**src/rtl/fowarding_pkg.sv**
```systemverilog
// Shared types and helpers for the forwarding / hazard scoreboard.
// Holds the select-width helper, the register-file select code and the default register address type.
package fowarding_pkg;

    localparam int REG_W_DEF = 5;
    localparam int FWD_RF    = 0;

    typedef logic [REG_W_DEF-1:0] reg_addr_t;

    // Select width needed to encode "register file" plus one code per forwarding stage
    function automatic int sel_width(input int num_fwd);
        return $clog2(num_fwd + 1);
    endfunction

endpackage

```
**src/rtl/fwd_prio_sel.sv**
```systemverilog
// Priority encoder choosing the forwarding source for one EX operand port.
// Stage 0 is the youngest result and wins over older stages; register 0 never forwards.
module fwd_prio_sel
    import fowarding_pkg::*;
#(
    parameter int REG_W   = 5,
    parameter int NUM_FWD = 2,
    parameter int SEL_W   = sel_width(NUM_FWD)
) (
    input  logic [REG_W-1:0]         rs,
    input  logic [NUM_FWD*REG_W-1:0] fwd_rd,
    input  logic [NUM_FWD-1:0]       fwd_we,
    output logic [SEL_W-1:0]         sel
);

    logic [SEL_W-1:0]   sel_s;
    logic [NUM_FWD-1:0] hit_s;

    // Walk from oldest to youngest so the lowest matching stage ends up selected
    always_comb begin
        sel_s = SEL_W'(FWD_RF);
        hit_s = {NUM_FWD{1'b0}};
        for (int k = NUM_FWD - 1; k >= 0; k--) begin
            hit_s[k] = fwd_we[k] && (fwd_rd[k*REG_W +: REG_W] != {REG_W{1'b0}})
                       && (fwd_rd[k*REG_W +: REG_W] == rs);
            sel_s    = hit_s[k] ? SEL_W'(k + 1) : sel_s;
        end
    end

    assign sel = sel_s;

endmodule

```
**src/rtl/fowarding_scoreboard.sv**
```systemverilog
// Forwarding and hazard unit: per-operand forward selects plus a per-register latency scoreboard.
// Optional FWD_STATS_EN adds free-running stall-cycle and forward-hit counters.
module fowarding_scoreboard
    import fowarding_pkg::*;
#(
    parameter int REG_W   = 5,
    parameter int NUM_SRC = 2,
    parameter int NUM_FWD = 2,
    parameter int LAT_W   = 3,
    parameter int SEL_W   = sel_width(NUM_FWD)
) (
    input  logic                     clk,
    input  logic                     reset,
    input  logic [NUM_SRC*REG_W-1:0] rs_ex,
    input  logic [NUM_SRC*REG_W-1:0] rs_id,
    input  logic [NUM_SRC-1:0]       rs_id_used,
    input  logic [NUM_FWD*REG_W-1:0] fwd_rd,
    input  logic [NUM_FWD-1:0]       fwd_we,
    input  logic                     issue_valid,
    input  logic [REG_W-1:0]         issue_rd,
    input  logic [LAT_W-1:0]         issue_lat,
    input  logic                     flush,
    output logic [NUM_SRC*SEL_W-1:0] forward_sel,
    output logic                     stall,
    output logic [(2**REG_W)-1:0]    pending
`ifdef FWD_STATS_EN
    ,
    output logic [31:0]              stall_cycles,
    output logic [31:0]              fwd_hits
`endif
);

    localparam int NUM_REGS = 2**REG_W;

    logic [LAT_W-1:0] cnt_r     [NUM_REGS];
    logic [LAT_W-1:0] cnt_nxt_s [NUM_REGS];
    logic [LAT_W-1:0] dec_s     [NUM_REGS];
    logic             issue_ok_s;
    logic             stall_s;

    genvar p;
    generate
        for (p = 0; p < NUM_SRC; p++) begin : g_port
            fwd_prio_sel #(
                .REG_W   (REG_W),
                .NUM_FWD (NUM_FWD),
                .SEL_W   (SEL_W)
            ) u_sel (
                .rs     (rs_ex[p*REG_W +: REG_W]),
                .fwd_rd (fwd_rd),
                .fwd_we (fwd_we),
                .sel    (forward_sel[p*SEL_W +: SEL_W])
            );
        end
    endgenerate

    // Decode stall looks only at registered scoreboard state, never at this cycle's issue
    always_comb begin
        stall_s = 1'b0;
        for (int i = 0; i < NUM_SRC; i++) begin
            stall_s = stall_s | (rs_id_used[i]
                                 && (rs_id[i*REG_W +: REG_W] != {REG_W{1'b0}})
                                 && pending[rs_id[i*REG_W +: REG_W]]);
        end
    end

    assign stall      = stall_s;
    assign issue_ok_s = issue_valid && !stall_s && !flush
                        && (issue_rd != {REG_W{1'b0}}) && (issue_lat != {LAT_W{1'b0}});

    // Next counter values: saturating decrement, and on issue keep the longer of old and new wait
    always_comb begin
        for (int r = 0; r < NUM_REGS; r++) begin
            dec_s[r] = (cnt_r[r] != {LAT_W{1'b0}}) ? (cnt_r[r] - LAT_W'(1)) : {LAT_W{1'b0}};
            if (r == 0) begin
                cnt_nxt_s[r] = {LAT_W{1'b0}};
            end else if (issue_ok_s && (issue_rd == REG_W'(r))) begin
                cnt_nxt_s[r] = (dec_s[r] > issue_lat) ? dec_s[r] : issue_lat;
            end else begin
                cnt_nxt_s[r] = dec_s[r];
            end
        end
    end

    // Scoreboard state; reset and flush both discard every in-flight entry
    always_ff @(posedge clk) begin
        if (reset || flush) begin
            for (int r = 0; r < NUM_REGS; r++) begin
                cnt_r[r] <= {LAT_W{1'b0}};
            end
        end else begin
            cnt_r <= cnt_nxt_s;
        end
    end

    genvar g;
    generate
        for (g = 0; g < NUM_REGS; g++) begin : g_pend
            assign pending[g] = (cnt_r[g] != {LAT_W{1'b0}});
        end
    endgenerate

`ifdef FWD_STATS_EN
    logic [31:0] stall_cycles_r;
    logic [31:0] fwd_hits_r;

    // Statistics survive flush; only reset clears them
    always_ff @(posedge clk) begin
        if (reset) begin
            stall_cycles_r <= 32'd0;
            fwd_hits_r     <= 32'd0;
        end else begin
            stall_cycles_r <= stall_s ? (stall_cycles_r + 32'd1) : stall_cycles_r;
            fwd_hits_r     <= (forward_sel != {(NUM_SRC*SEL_W){1'b0}}) ? (fwd_hits_r + 32'd1) : fwd_hits_r;
        end
    end

    assign stall_cycles = stall_cycles_r;
    assign fwd_hits     = fwd_hits_r;
`endif

endmodule

```
**config.mk**
```make
export PLATFORM = sky130hd
export DESIGN_NAME = fowarding_scoreboard
export DESIGN_NICKNAME = d
export VERILOG_FILES = /design/src/rtl/fowarding_pkg.sv /design/src/rtl/fwd_prio_sel.sv /design/src/rtl/fowarding_scoreboard.sv
export SDC_FILE = /design/constraint.sdc
export NUM_CORES = 1
export LEC_CHECK = 0
export ABC_AREA = 1
export ABC_CLOCK_PERIOD_IN_PS = 2200
export CORE_ASPECT_RATIO = 1.25
export CORE_MARGIN = 2
export CORE_UTILIZATION = 38
export CTS_CLUSTER_SIZE = 28
export DETAILED_ROUTE_END_ITERATION = 6
export SYNTH_ARGS = -nofsm -noshare
export SYNTH_HDL_FRONTEND = slang
export SYNTH_SLANG_ARGS = --single-unit
```
**constraint.sdc**
```tcl
create_clock -name clk -period 2.2 [get_ports clk]
set_input_delay 0.22 -clock clk [delete_from_list [all_inputs] [get_ports clk]]
set_output_delay 0.22 -clock clk [all_outputs]
set_load 0.01 [all_outputs]
```
---- Yosys cells after proc, flatten, opt, wreduce, memory -nomap -nowiden ----
Cells that the tools add are included.
operators by class
  add/subtract/negate cells ............... 31
  magnitude comparators ................... 33
  eq/ne operators ......................... 35
  muxes and demuxes ....................... 101
  bitwise logic cells ..................... 1
  reduce and logical (&&, ||, !) cells .... 86
operators by type and width
  kind                                                                   number
  3-bit 2-to-1 mux                                                       93
  3-bit nonzero test                                                     32
  3-bit greater-than comparator                                          31
  3-bit by 1-bit subtractor with 3-bit output, second input constant     31
  5-bit equality test, second input constant                             16
  1-bit logical AND                                                      45
  5-bit by 4-bit equality test with 1-bit output, second input constant  8
  5-bit nonzero test                                                     5
  5-bit by 3-bit equality test with 1-bit output, second input constant  4
  5-bit equality test                                                    4
  5-bit by 6-bit < comparator with 1-bit output, second input constant   2
  1-bit binary-select mux with 5-bit select                              2
  5-bit by 2-bit equality test with 1-bit output, second input constant  2
  2-bit 2-to-1 mux                                                       4
  5-bit by 1-bit equality test with 1-bit output, second input constant  1
  3-bit nonzero test, first input constant                               1
  1-bit logical NOT                                                      2
  1-bit 2-to-1 mux                                                       2
  1-bit logical OR                                                       1
  1-bit OR                                                               1
storage, ports and cells
  register bits ........................... 93
  input bits .............................. 46
  output and inout bits ................... 37
  word-level logic and storage cells ...... 318

---- Depth between registers and ports, before layout ----
  word-level depth ........................ 12
  depth in mapped cells ................... 15
  mapped depth without buffers ............ 14

---- Modules after synthesis ----
A second synthesis with hierarchy kept.
second synthesis, totals
  cells, all modules ...................... 1,632
  area total of the unflattened synthesis .. 9,605.5 µm²
by module, submodules not included
  module                instances  cells an instance  area an instance (µm²)  seq. area each (µm²)
  fowarding_scoreboard  1          1,532              9,162.5                 1,861.8
  fwd_prio_sel          2          50                 221.5                   0.0

---- Worst setup path after synthesis ----
Ideal clock, no wire load.
  path type ............................... input to register
  start ................................... input issue_lat[2]
  end ..................................... register cnt_r[0] in the netlist's numbering
  setup time .............................. 0.114 ns
  arrival time ............................ 2.112 ns
  required time ........................... 2.086 ns
  slack ................................... -0.027 ns
  cell stages on the path ................. 11
  buffers on the path ..................... 2
  cell sequence ........................... clkbuf_1 > clkbuf_1 > inv_1 > ha_1 > nand2_1 > o21ai_0 > nand2_1 > nand2_1 > o21ai_0 > nor2_1 > nor2_1
between the ends
  cells in the longest elaborated chain, start to end .. 4
  elaborated cells on any way between the ends .. 6
  classes of those cells .................. 1 x order compare; 2 x mux; 3 x reduce/logical
ends and longest elaborated chain
  item                                                                                   line                        source
  start, declared                                                                        fowarding_scoreboard.sv:21  input logic [LAT_W-1:0] issue_lat,
  parallel branches: the longest is 3 deep, another holds 3-bit greater-than comparator  n/a
  3-bit 2-to-1 mux *                                                                     fowarding_scoreboard.sv:77  end else if (issue_ok_s && (issue_rd == REG_W'(r))) begin
  end signal, assigned by index                                                          fowarding_scoreboard.sv:89  cnt_r[r] <= {LAT_W{1'b0}};
  end signal, assigned                                                                   fowarding_scoreboard.sv:92  cnt_r <= cnt_nxt_s;
  end, declared                                                                          fowarding_scoreboard.sv:35  logic [LAT_W-1:0] cnt_r [NUM_REGS];
Every way passes the cells marked *.
A chain may end at the register's enable or synchronous reset.

---- Final worst setup path ----
  start ................................... register cnt_r[82] in the netlist's numbering
  end ..................................... register cnt_r[64] in the netlist's numbering
between the ends
  cells in the longest elaborated chain, start to end .. 12
  elaborated cells on any way between the ends .. 15
  classes of those cells .................. 5 x mux; 1 x bitwise; 9 x reduce/logical
ends and longest elaborated chain
  item                                       line                        source
  3-bit nonzero test *                       fowarding_scoreboard.sv:99  assign pending[g] = (cnt_r[g] != {LAT_W{1'b0}});
  1-bit binary-select mux with 5-bit select  fowarding_scoreboard.sv:63  && pending[rs_id[i*REG_W +: REG_W]]);
  1-bit 2-to-1 mux (implied by the code)     fowarding_scoreboard.sv:63
  1-bit logical AND                          fowarding_scoreboard.sv:63
  1-bit OR *                                 fowarding_scoreboard.sv:61  stall_s = stall_s | (rs_id_used[i]
  1-bit logical NOT *                        fowarding_scoreboard.sv:68  assign issue_ok_s = issue_valid && !stall_s && !flush
  1-bit logical AND * (2 in series)          fowarding_scoreboard.sv:68
  1-bit logical AND * (2 in series)          fowarding_scoreboard.sv:69  && (issue_rd != {REG_W{1'b0}}) && (issue_lat != {LAT_W{1'b0}});
  1-bit logical AND *                        fowarding_scoreboard.sv:77
  3-bit 2-to-1 mux *                         fowarding_scoreboard.sv:77
Every way passes the cells marked *; elsewhere a longest branch is shown, timed or not. The select of a mux whose other input is x is not followed.

==> summary by stage <==
Run status
The run finished with clean final reports.

GRT
The number of antenna violations at the first check in global routing is 0. The number of global-route vias before repair is 9234. Entering global routing, the biggest net connects 94 pins. Global routing finished with a remaining overflow of 0.

For met3 alone, demand over resource in global routing was under 10%. The global routing usage on met2 is 36.74%. Across every metal layer, demand over resource in global routing totals 21.09%. The global-route wire length before repair is 44.13 mm. The routing layer with the top usage in global route is met2. In the global route stage, met1 resource usage came out at 26.80%.

Run
The tool flagged a number of max-cap violations equal to 0.

Timing
The count of final hold-check violations is 0. The max-slew violation total from the final report is 0. The total setup violations reported at the end of the flow is 0.

The worst-case clock skew is 12.51 ps. Dividing the final minimum period by the clock period gives 94.17%. On the final layout, the worst hold slack is 316.0 ps.

The worst setup margin is 128.3 ps. Setup repair after global routing could not meet its margin everywhere. Static timing analysis puts the maximum clock frequency at 0.4827 GHz. The worst path in the final design needs a cycle of 2072 ps, including I/O delays and setup.

Synthesis
The largest family of logic cells by synthesized area is simple AND/OR/NAND/NOR gates. The synthesized netlist devotes 12.43% of its cell area to adder and majority cells. In this run the cell area of the synthesized design comes to 9363 um2. Of the post-synthesis cell area, the part taken by muxes is 0%.

The Yosys warning count is 0. By area the synthesized netlist is led by sky130_fd_sc_hd__nand2_1, sky130_fd_sc_hd__dfxtp_1, sky130_fd_sc_hd__ha_1, sky130_fd_sc_hd__nor2_1, sky130_fd_sc_hd__o21ai_0. The area share of xor/xnor cells in the synthesized design is 1.871%. Counting every instance in the synthesized netlist gives approximately 1600. The netlist uses 33 different library cells. The number of storage elements in the synthesis netlist is 93.

The largest area contributor in the netlist is sky130_fd_sc_hd__nand2_1. Summing the sequential cell areas from Yosys gives between 10% and 20% of the chip area. The number of nets in the synthesized netlist is ~1700. The basic-gate share of the synthesized area counting and, or, nand and nor cells is around 48%. The synthesized netlist devotes under 10% of its cell area to compound gates. The area share of the leading cell type in the synthesized netlist is 23.17%. The synthesized area per cell is 5.967 um2.

Power and ir drop
The part of the total power dissipated in sequential elements is 39.4%. In this run the power spent charging and discharging nets is ~1300 uW. The clock network is responsible for a little under two fifths of the overall power. The overall power consumption is roughly 4300 uW. The switching fraction of total power is 30.32%.

The analysis attributes to cell leakage a power of between 0.005 and 0.006 uW. The internal power contribution is 2987 uW. The combinational cell fraction of total power is 22.4%. Across the VDD grid, the largest voltage drop is 0.3442 mV.

The total power divided by cell area is 370.3 nW/um2.

Layout
The largest registers in the layout are cnt_r: 93 flops. The final cell count without fillers is 2038. The area occupied by multi-input gates is around 6900 um2.

After the last flow step, the layout net total stands at 1842. The top register by number of flip-flops is cnt_r. In the final layout, the share of cells above drive strength 1 is approximately an eighth. Across the whole layout, storage elements account for 1862 um2.

The final design area excluding fillers is roughly 12000 um2. Fill cells in the final layout number 2576. The number of flip-flops under the largest register name is 93. The relative area change from synthesis to final layout is 23.61%. The number of antenna diodes in the final layout is 0.

Critical path
The register-to-register setup slack is approximately 130 ps. Of all nets on the critical path, the largest fanout is 12. The arrival time of data at the critical path endpoint is 2380 ps. The startpoint-to-endpoint class of the critical path is register to register. The worst setup path is launched from a register. The endpoint identified for the worst register-to-register timing path is cnt_r[64]. The required time of the critical path is 2500 ps. The worst register-to-register path has a depth of 15.

The reg-to-reg startpoint is cnt_r[82]. The kind of end point of the critical path is a register.

CTS
At the later pin of the worst-skew pair, clock insertion delay measures 370 ps. In this run the deepest clock path goes through 2 buffers. The H-tree depth reported by CTS is 3. The number of sinks handled by clock tree synthesis is 93. The post-cts hold buffer count is 0. TritonCTS created 9 clock buffers. The tree is rooted in a sky130_fd_sc_hd__clkbuf_16. TritonCTS built the clock tree. The clock slew at the register clock pins of the worst setup and hold paths is 70 ps.

Floorplan
The vertical die dimension is 179.5 um. In this run the core area contains 64 standard-cell rows. The placeable core region is 24340 um2. The initial utilization of the core area, before any placement, comes to 38.46%. In this run the count of I/O pins placed on the die edge is just over 80. The floorplan step defined a die boundary enclosing 25920 um2.

The horizontal die dimension is 144.4 um.

Place
The count of input and output buffers is between 80 and 90. The standard cell area after detailed placement is between 10000 and 15000 um2. The final weighted congestion of routability-driven global placement is approximately 0.91.

The detailed-placement wirelength estimate is 20.34 mm. Timing analysis after detailed placement gives a worst setup slack of -367.0 ps. The number of placed instances with taps included is 2019.

Worst hold path
The path class of the tightest hold or removal check is primary input to register. The capture endpoint of the worst hold path is cnt_r[56]. The startpoint of the lowest-slack hold path is issue_lat[2]. The worst hold path was traced through 5 stages.

Drt
The via density per instance is a little under 5. In the final routed layout, each cell accounts on average for 12.94 um. The total number of vias is between 9000 and 10000. The number of DRC markers in iteration 0 is 571. The detailed-routing iteration count for the pre-antenna-repair pass is 5. The routed design has approximately 26 mm of wire. The detail route stage leaves a number of antenna-violating nets equal to 0. The final routed DRC violation total is 0.
==> cells in the mapped netlist <==
library cell / n
sky130_fd_sc_hd__inv_1: 147
sky130_fd_sc_hd__nand3_2: 2
sky130_fd_sc_hd__nand4_1: 4
sky130_fd_sc_hd__nor4_1: 3
sky130_fd_sc_hd__conb_1: 1
sky130_fd_sc_hd__buf_12: 2
sky130_fd_sc_hd__o41ai_1: 2
sky130_fd_sc_hd__xor2_1: 11
sky130_fd_sc_hd__clkbuf_1: 18
sky130_fd_sc_hd__buf_1: 2
sky130_fd_sc_hd__nand3_1: 82
sky130_fd_sc_hd__buf_8: 1
sky130_fd_sc_hd__inv_2: 3
sky130_fd_sc_hd__buf_4: 6
sky130_fd_sc_hd__buf_6: 5
sky130_fd_sc_hd__ha_1: 93
sky130_fd_sc_hd__xnor2_1: 9
sky130_fd_sc_hd__nand2_1: 578
sky130_fd_sc_hd__nand3_4: 1
sky130_fd_sc_hd__dfxtp_1: 93
sky130_fd_sc_hd__nand4_4: 29
sky130_fd_sc_hd__a21oi_1: 33
sky130_fd_sc_hd__nor2_4: 1
sky130_fd_sc_hd__nand2_2: 1
sky130_fd_sc_hd__nor3_1: 12
sky130_fd_sc_hd__nor2_1: 292
sky130_fd_sc_hd__o21ai_1: 1
sky130_fd_sc_hd__o21ai_0: 126
sky130_fd_sc_hd__buf_2: 6
sky130_fd_sc_hd__or2_2: 2
sky130_fd_sc_hd__nor2_8: 1
sky130_fd_sc_hd__or4_1: 1
sky130_fd_sc_hd__nor4b_4: 1
==> power groups by stage <==
stage	Sequential (uW)	Combinational, uW	Clock (uW)
after floorplan	1730	577	0
after global placement	1730	939	0
after detailed placement	1730	951	0
after CTS	1690	957	1690
after global routing	1690	1070	1760
final	1690	961	1640
==> cell usage in the layout, fill, tap and decap left out, drive strengths merged <==
cell type      count
dfxtp             93
a21oi             33
o41ai              2
dlygate4sd2        4
xor2              11
or4                1
nor4               3
conb               1
nor4b              1
nor2             294
ha                93
nor3              12
xnor2              9
clkinvlp           3
o21ai            127
nand4             33
clkbuf            13
buf               86
clkdlybuf4s50     72
nand2            579
clkinv             2
bufinv             1
inv              148
nand3             85
or2                2
==> stage by stage <==
stage / TNS [ps] / util (%)
6_report: 0 / 47.54
2_1_floorplan: 0 / -
3_3_place_gp: -25350 / 45.50
4_1_cts: 0 / 46.99
3_5_place_dp: -25580 / 45.50
5_1_grt: -1159 / 47.54
==> worst max-delay path by stage <==
| stage | to | slack, ps | depth (start not counted) | start |
|---|---|---|---|---|
| final | cnt_r[64] | 130 | 15 | cnt_r[82] |
| after global routing | cnt_r[64] | -70 | 15 | cnt_r[81] |
| after CTS | stall | 0.1 | 11 | cnt_r[1] |
| after detailed placement | cnt_r[62] | -370 | 16 | rs_id[5] |
| after global placement | cnt_r[5] | -380 | 16 | rs_id[5] |
| after floorplan | cnt_r[0] | 20 | 11 | issue_lat[2] |
==> critical path: stages (launching register included) <==
cell	delay (ps)
sky130_fd_sc_hd__dfxtp_1	330
sky130_fd_sc_hd__nor2_2	170
sky130_fd_sc_hd__nand2_1	150
sky130_fd_sc_hd__nand2_1	100
sky130_fd_sc_hd__nand3_1	70
sky130_fd_sc_hd__nand2_1	70
sky130_fd_sc_hd__nand3_1	80
sky130_fd_sc_hd__nand2_1	70
sky130_fd_sc_hd__nand2_1	80
sky130_fd_sc_hd__nand3_4	110
sky130_fd_sc_hd__buf_6	230
sky130_fd_sc_hd__buf_4	190
sky130_fd_sc_hd__nand4_4	130
sky130_fd_sc_hd__nand2_1	90
sky130_fd_sc_hd__nand2_1	40
sky130_fd_sc_hd__nor2_1	90
==> per-layer routing <==
metal | vias to the layer above | wire length [um]
li1 | 5269 | -
met1 | 4449 | 12040
met2 | 180 | 12740
met3 | 38 | 940
met4 | 0 | 656
met5 | - | 0
==> cells by family after synthesis <==
family,after synthesis
AO/OA/AOI/OAI,162
XOR/XNOR,20
adder cells (fa/ha/maj),93
buffers and inverters,190
flip-flops,93
other,1
AND/OR/NAND/NOR,1010
==> repair_timing <==
item                                    in CTS  in global routing
resized for setup                           33                 42
endpoints found under the setup margin      44                 94
buffers inserted                             0                  3
pin swaps                                    2                  3
==> cell type report <==
| type | count | area share (%) |
|---|---|---|
| Clock buffer | 12 | 2.130 |
| Clock inverter | 4 | 0.4108 |
| Inverter | 150 | 4.930 |
| Multi-Input combinational cell | 1286 | 59.33 |
| Sequential cell | 93 | 16.09 |
| Tap cell | 330 | 3.568 |
| Timing Repair Buffer | 163 | 13.55 |
Power figures use the tool's default switching activity.
